### src/rtl/irq_sample_rx.sv
// Toggle/sample link receiver: sync + edge detect, capture FIFO, link counters.
// Define IRQ_SAMPLE_RX_TSTAMP_EN to store a 32-bit cycle stamp with each sample.
module irq_sample_rx #(
  parameter int DATA_W    = 16,
  parameter int DEPTH     = 16,
  parameter int EDGE_MODE = 1,
  parameter int CNT_W     = 16
) (
  input  logic                     clk,
  input  logic                     rst,
  input  logic                     irq_in,
  input  logic [DATA_W-1:0]        sample_in,
  output logic [DATA_W-1:0]        m_data,
  output logic                     m_valid,
  input  logic                     m_ready,
  output logic [$clog2(DEPTH):0]   level,
  output logic [CNT_W-1:0]         edge_cnt,
  output logic [CNT_W-1:0]         ovf_cnt,
  output logic                     ovf_flag,
`ifdef IRQ_SAMPLE_RX_TSTAMP_EN
  output logic [31:0]              m_tstamp,
`endif
  input  logic                     clr_ovf
);

  localparam int AW = $clog2(DEPTH);
  localparam int LW = AW + 1;
`ifdef IRQ_SAMPLE_RX_TSTAMP_EN
  localparam int W = DATA_W + 32;
`else
  localparam int W = DATA_W;
`endif

  logic          s1, s2, s3;
  logic          rise, fall, ev;
  logic [W-1:0]  wdata;
  logic [W-1:0]  mem [DEPTH];
  logic [W-1:0]  head;
  logic [AW-1:0] wr_ptr, rd_ptr, rd_nxt;
  logic [LW-1:0] count;
  logic          full, do_pop, do_push, drop;

  always_ff @(posedge clk or posedge rst) begin
    if (rst) begin
      s1 <= 1'b0;
      s2 <= 1'b0;
      s3 <= 1'b0;
    end else begin
      s1 <= irq_in;
      s2 <= s1;
      s3 <= s2;
    end
  end

  assign rise = s2 & ~s3;
  assign fall = ~s2 & s3;
  assign ev   = rise | ((EDGE_MODE != 0) & fall);

`ifdef IRQ_SAMPLE_RX_TSTAMP_EN
  logic [31:0] tstamp;

  always_ff @(posedge clk or posedge rst) begin
    if (rst) tstamp <= '0;
    else     tstamp <= tstamp + 32'd1;
  end

  assign wdata    = {tstamp, sample_in};
  assign m_tstamp = head[W-1:DATA_W];
`else
  assign wdata = sample_in;
`endif

  assign full    = (count == LW'(DEPTH));
  assign m_valid = (count != '0);
  assign do_pop  = m_valid & m_ready;
  assign do_push = ev & (~full | do_pop);
  assign drop    = ev & full & ~do_pop;
  assign rd_nxt  = rd_ptr + AW'(1);
  assign level   = count;
  assign m_data  = head[DATA_W-1:0];

  always_ff @(posedge clk) begin
    if (do_push) mem[wr_ptr] <= wdata;
  end

  // head is a register so m_data keeps its last value once the FIFO empties
  always_ff @(posedge clk or posedge rst) begin
    if (rst) begin
      head   <= '0;
      wr_ptr <= '0;
      rd_ptr <= '0;
      count  <= '0;
    end else begin
      if (do_push) wr_ptr <= wr_ptr + AW'(1);
      if (do_pop)  rd_ptr <= rd_nxt;
      if (do_pop) begin
        if (count > LW'(1)) head <= mem[rd_nxt];
        else if (do_push)   head <= wdata;
      end else if (!m_valid && do_push) begin
        head <= wdata;
      end
      case ({do_push, do_pop})
        2'b10:   count <= count + LW'(1);
        2'b01:   count <= count - LW'(1);
        default: count <= count;
      endcase
    end
  end

  always_ff @(posedge clk or posedge rst) begin
    if (rst) begin
      edge_cnt <= '0;
      ovf_cnt  <= '0;
      ovf_flag <= 1'b0;
    end else begin
      if (ev) edge_cnt <= edge_cnt + CNT_W'(1);
      if (clr_ovf) begin
        ovf_cnt  <= '0;
        ovf_flag <= 1'b0;
      end else if (drop) begin
        ovf_flag <= 1'b1;
        if (ovf_cnt != '1) ovf_cnt <= ovf_cnt + CNT_W'(1);
      end
    end
  end

endmodule

### config.mk
export PLATFORM = sky130hd
export DESIGN_NAME = irq_sample_rx
export DESIGN_NICKNAME = d
export VERILOG_FILES = /design/src/rtl/irq_sample_rx.sv
export SDC_FILE = /design/constraint.sdc
export NUM_CORES = 1
export LEC_CHECK = 0
export ABC_AREA = 1
export ABC_CLOCK_PERIOD_IN_PS = 5050
export CORE_ASPECT_RATIO = 2
export CORE_MARGIN = 2
export CORE_UTILIZATION = 45
export CTS_BUF_LIST = sky130_fd_sc_hd__clkbuf_4 sky130_fd_sc_hd__clkbuf_8 sky130_fd_sc_hd__clkbuf_16
export DETAILED_ROUTE_END_ITERATION = 6
export SETUP_SLACK_MARGIN = 0.5
export SLEW_MARGIN = 20
export SYNTH_ARGS = -nofsm -noshare
export SYNTH_HDL_FRONTEND = slang
export SYNTH_SLANG_ARGS = --single-unit
### constraint.sdc
create_clock -name clk -period 5.05 [get_ports clk]
set_input_delay 1.01 -clock clk [delete_from_list [all_inputs] [get_ports clk]]
set_output_delay 1.01 -clock clk [all_outputs]
set_load 0.01 [all_outputs]
==> flow_metrics.py <==
metrics = {
    "drt": {
        "ant_nets": 0,
        "avgRoutedWirePerCell_um": 19.8,
        "vias": 9916,
        "dr.pass1.iters": 4,
        "routed_via_density": 5.07,
        "drtIter0Drc": 616,
        "drt-total-wl_um": 38800,
        "drc_errors": 0,
    },
    "synthesis": {
        "synthArstFlopShare": 0.202,
        "synth_edf_count": 256,
        "ys_seq_area_frac": 0.651,
        "synth.cell_area_um2": 14300,
        "syn-instance-count": 1453,
        "synth_most_common_cell": "nand2_1",
        "synth.area.top_cells": "edfxtp_1 54%, nand2_1 14%, dfrtp_1 11%",
        "synth_top_area_share": 0.537,
        "synth_common_cells": "519 x nand2_1, 256 x edfxtp_1, 200 x nand3_1",
        "synth-main-ff-cell": "edfxtp_1",
        "syn_area_per_cell_um2": 9.85,
        "yosysTopAreaCell": "edfxtp_1",
        "syn_nets": 1485,
        "ys_types": 34,
        "ys_warn_count": 0,
        "ys_ff_latch": 321,
    },
    "worst_setup_path": {
        "r2r_end": "m_data[3]",
        "cp-end-kind": "primary output",
        "path_class": "reg2out",
        "start_kind": "register",
        "crit_buf_inv": 2,
        "required_ns": 4.04,
        "critPathSlowestCell": "clkdlybuf4s50_1",
        "worstRegToRegCells": 10,
        "reg2reg_setup_slack_ns": 2.03,
        "cp_top_family": "buffers and inverters",
        "crit_path_max_incr_delay_ns": 0.56,
        "worst-path-max-fanout": 7,
        "critPathArrivalTime_ns": 2.11,
        "crit_chain": "inv_1 -> ha_1 -> nand3_4 -> clkdlybuf4s50_1",
        "r2r-start": "rd_ptr[0]",
    },
    "cts": {
        "htree_levels": 1,
        "clkLatencyLatePin_ns": 0.56,
        "cts_tree": "yes",
        "cts_buffers": 28,
        "cts_root_buffer": "clkbuf_16",
        "cts_resized": 0,
        "cts.sinks": 321,
        "post_cts_buffers": 0,
        "clk_path_buf_depth": 3,
        "clk_pin_slew_ns": 0.07,
        "cts_hold_buf": 0,
    },
    "grt": {
        "grt_usage": 0.238,
        "globalRouteOverflowTotal": 0,
        "grt_first_pass_wirelength_um": 58600,
        "grt_pass1_vias": 9835,
        "antenna_found_initial": 0,
        "grt_max_degree": 78,
    },
    "power_and_ir_drop": {
        "finalPower_w": 0.00962,
        "p_leak_nw": 6.92,
        "irDropWorstVdd_mv": 0.588,
        "p_per_area_nw_per_um2": 585,
    },
    "floorplan": {
        "dieArea_um2": 33300,
        "row_count": 92,
        "die_h_um": 256,
        "io_pins": 76,
        "die_width_um": 130,
        "start_util": 0.455,
        "core_area_um2": 31400,
    },
    "final_layout": {
        "fin_nets": 1544,
        "area_growth_pct": 15.0,
        "diodes": 0,
        "instances_no_fill": 1957,
        "layout-drive-gt1-share": 0.0658,
    },
    "sta": {
        "slew_viol_final": 0,
        "rsz0062_at_grt": "false",
        "max_slew_margin": 0.229,
        "period_share": 0.618,
        "fin_setup_tns_ns": 0,
        "holdWs_ns": 0.351,
        "worst_pin_slew_ns": 1.15,
        "hold_viol_final": 0,
        "finalSetupViolCount": 0,
        "fin_skew_ns": 0.0160,
        "fmax_mhz": 321,
        "min_period_ns": 3.12,
    },
    "placement": {
        "dp_hpwl_um": 25400,
        "gp_congestion": 0.905,
        "dpl.cell_count": 1905,
        "portBuffers": 75,
    },
    "flow_run": {
        "timing.max_cap.violations": 0,
    },
    "min_path": {
        "hp-start": "s1",
        "whs_endpoint": "s2",
        "hp-class": "reg2reg",
        "min_path_cells": 0,
    },
    "status": {
        "status": "finished clean",
    },
}
area by class of cell:
cell class	instances	area, um^2
Clock buffer	36	797
Clock inverter	16	175
Multi-Input combinational cell	885	4070
Fill cell	2785	15000
Tap cell	423	529
Inverter	189	719
Timing Repair Buffer	87	841
Sequential cell	321	9320
flip-flops by register name, indices dropped and copies added, names as in the netlist, 4 cells and up:
register and count:
edge_cnt 16, level 5, m_data 16, mem 256
ovf_cnt 16, rd_ptr 4, wr_ptr 4
metrics by stage:
step,setup slack [ns],utilization,cell area [um^2]
after global placement,1.53,0.492,15500
after CTS,1.91,0.523,16400
after floorplan,2.24,-,14300
final,1.93,0.523,16400
after global routing,1.84,0.523,16400
after detailed placement,1.49,0.492,15500
how the worst max path moves through the flow:
stage,start,end,slack [ns],cells past startpoint
after global placement,m_ready,mem[14][11],1.53,7
after global routing,level[0],m_valid,1.84,4
after floorplan,m_ready,mem[11][0],2.24,4
after detailed placement,m_ready,mem[14][13],1.49,7
after CTS,level[0],m_valid,1.91,4
final,level[0],m_valid,1.93,4
placed cells by master (no fill, tap or decap), drive strengths merged:
| master | instances |
|---|---|
| xnor2 | 12 |
| o22ai | 1 |
| a21oi | 4 |
| o21ai | 38 |
| buf | 12 |
| nand3 | 201 |
| bufinv | 3 |
| ha | 11 |
| o21bai | 1 |
| nor2 | 55 |
| nand2 | 521 |
| or2 | 2 |
| clkinv | 8 |
| clkbuf | 36 |
| inv | 190 |
| a21o | 1 |
| clkdlybuf4s50 | 75 |
| xor2 | 20 |
| nand4 | 10 |
| clkinvlp | 4 |
| nor3 | 7 |
| dfrtp | 65 |
| nand3b | 1 |
| edfxtp | 256 |
cells by family (layout without fill, tap and decap cells):
| group | Yosys count | after routing | synth area share |
|---|---|---|---|
| XOR/XNOR | 32 | 32 | 0.0201 |
| adder cells (fa/ha/maj) | 11 | 11 | 0.00962 |
| buffers and inverters | 247 | 328 | 0.0690 |
| AND/OR/NAND/NOR | 797 | 797 | 0.232 |
| AO/OA/AOI/OAI | 45 | 45 | 0.0178 |
| flip-flops | 321 | 321 | 0.651 |
report_power, final:
| part | switching (W) | internal [W] |
|---|---|---|
| Sequential | 0.000200 | 0.00326 |
| Combinational | 0.00277 | 0.00114 |
| Clock | 0.000979 | 0.00128 |
per-layer routing:
metal / track usage / wire length (um) / share of wire / up-vias
li1: - / - / - / 4812
met1: 0.267 / 14000 / 0.36 / 4699
met2: 0.417 / 20300 / 0.52 / 290
met3: 0.0234 / 1430 / 0.037 / 115
met4: 0.164 / 3040 / 0.078 / 0
met5: 0 / 0 / 0 / -
worst register-to-register path: stages (launching register included):
cell and delay (ns):
dfrtp_4 0.47, buf_4 0.36, inv_4 0.79, buf_4 0.49
nand2_1 0.12, nand3_1 0.10, nand3_1 0.17, nand3_1 0.19
nand3_1 0.10, nand2_1 0.08, nand2_1 0.05
Note: power is estimated with default switching activity, not from simulation.
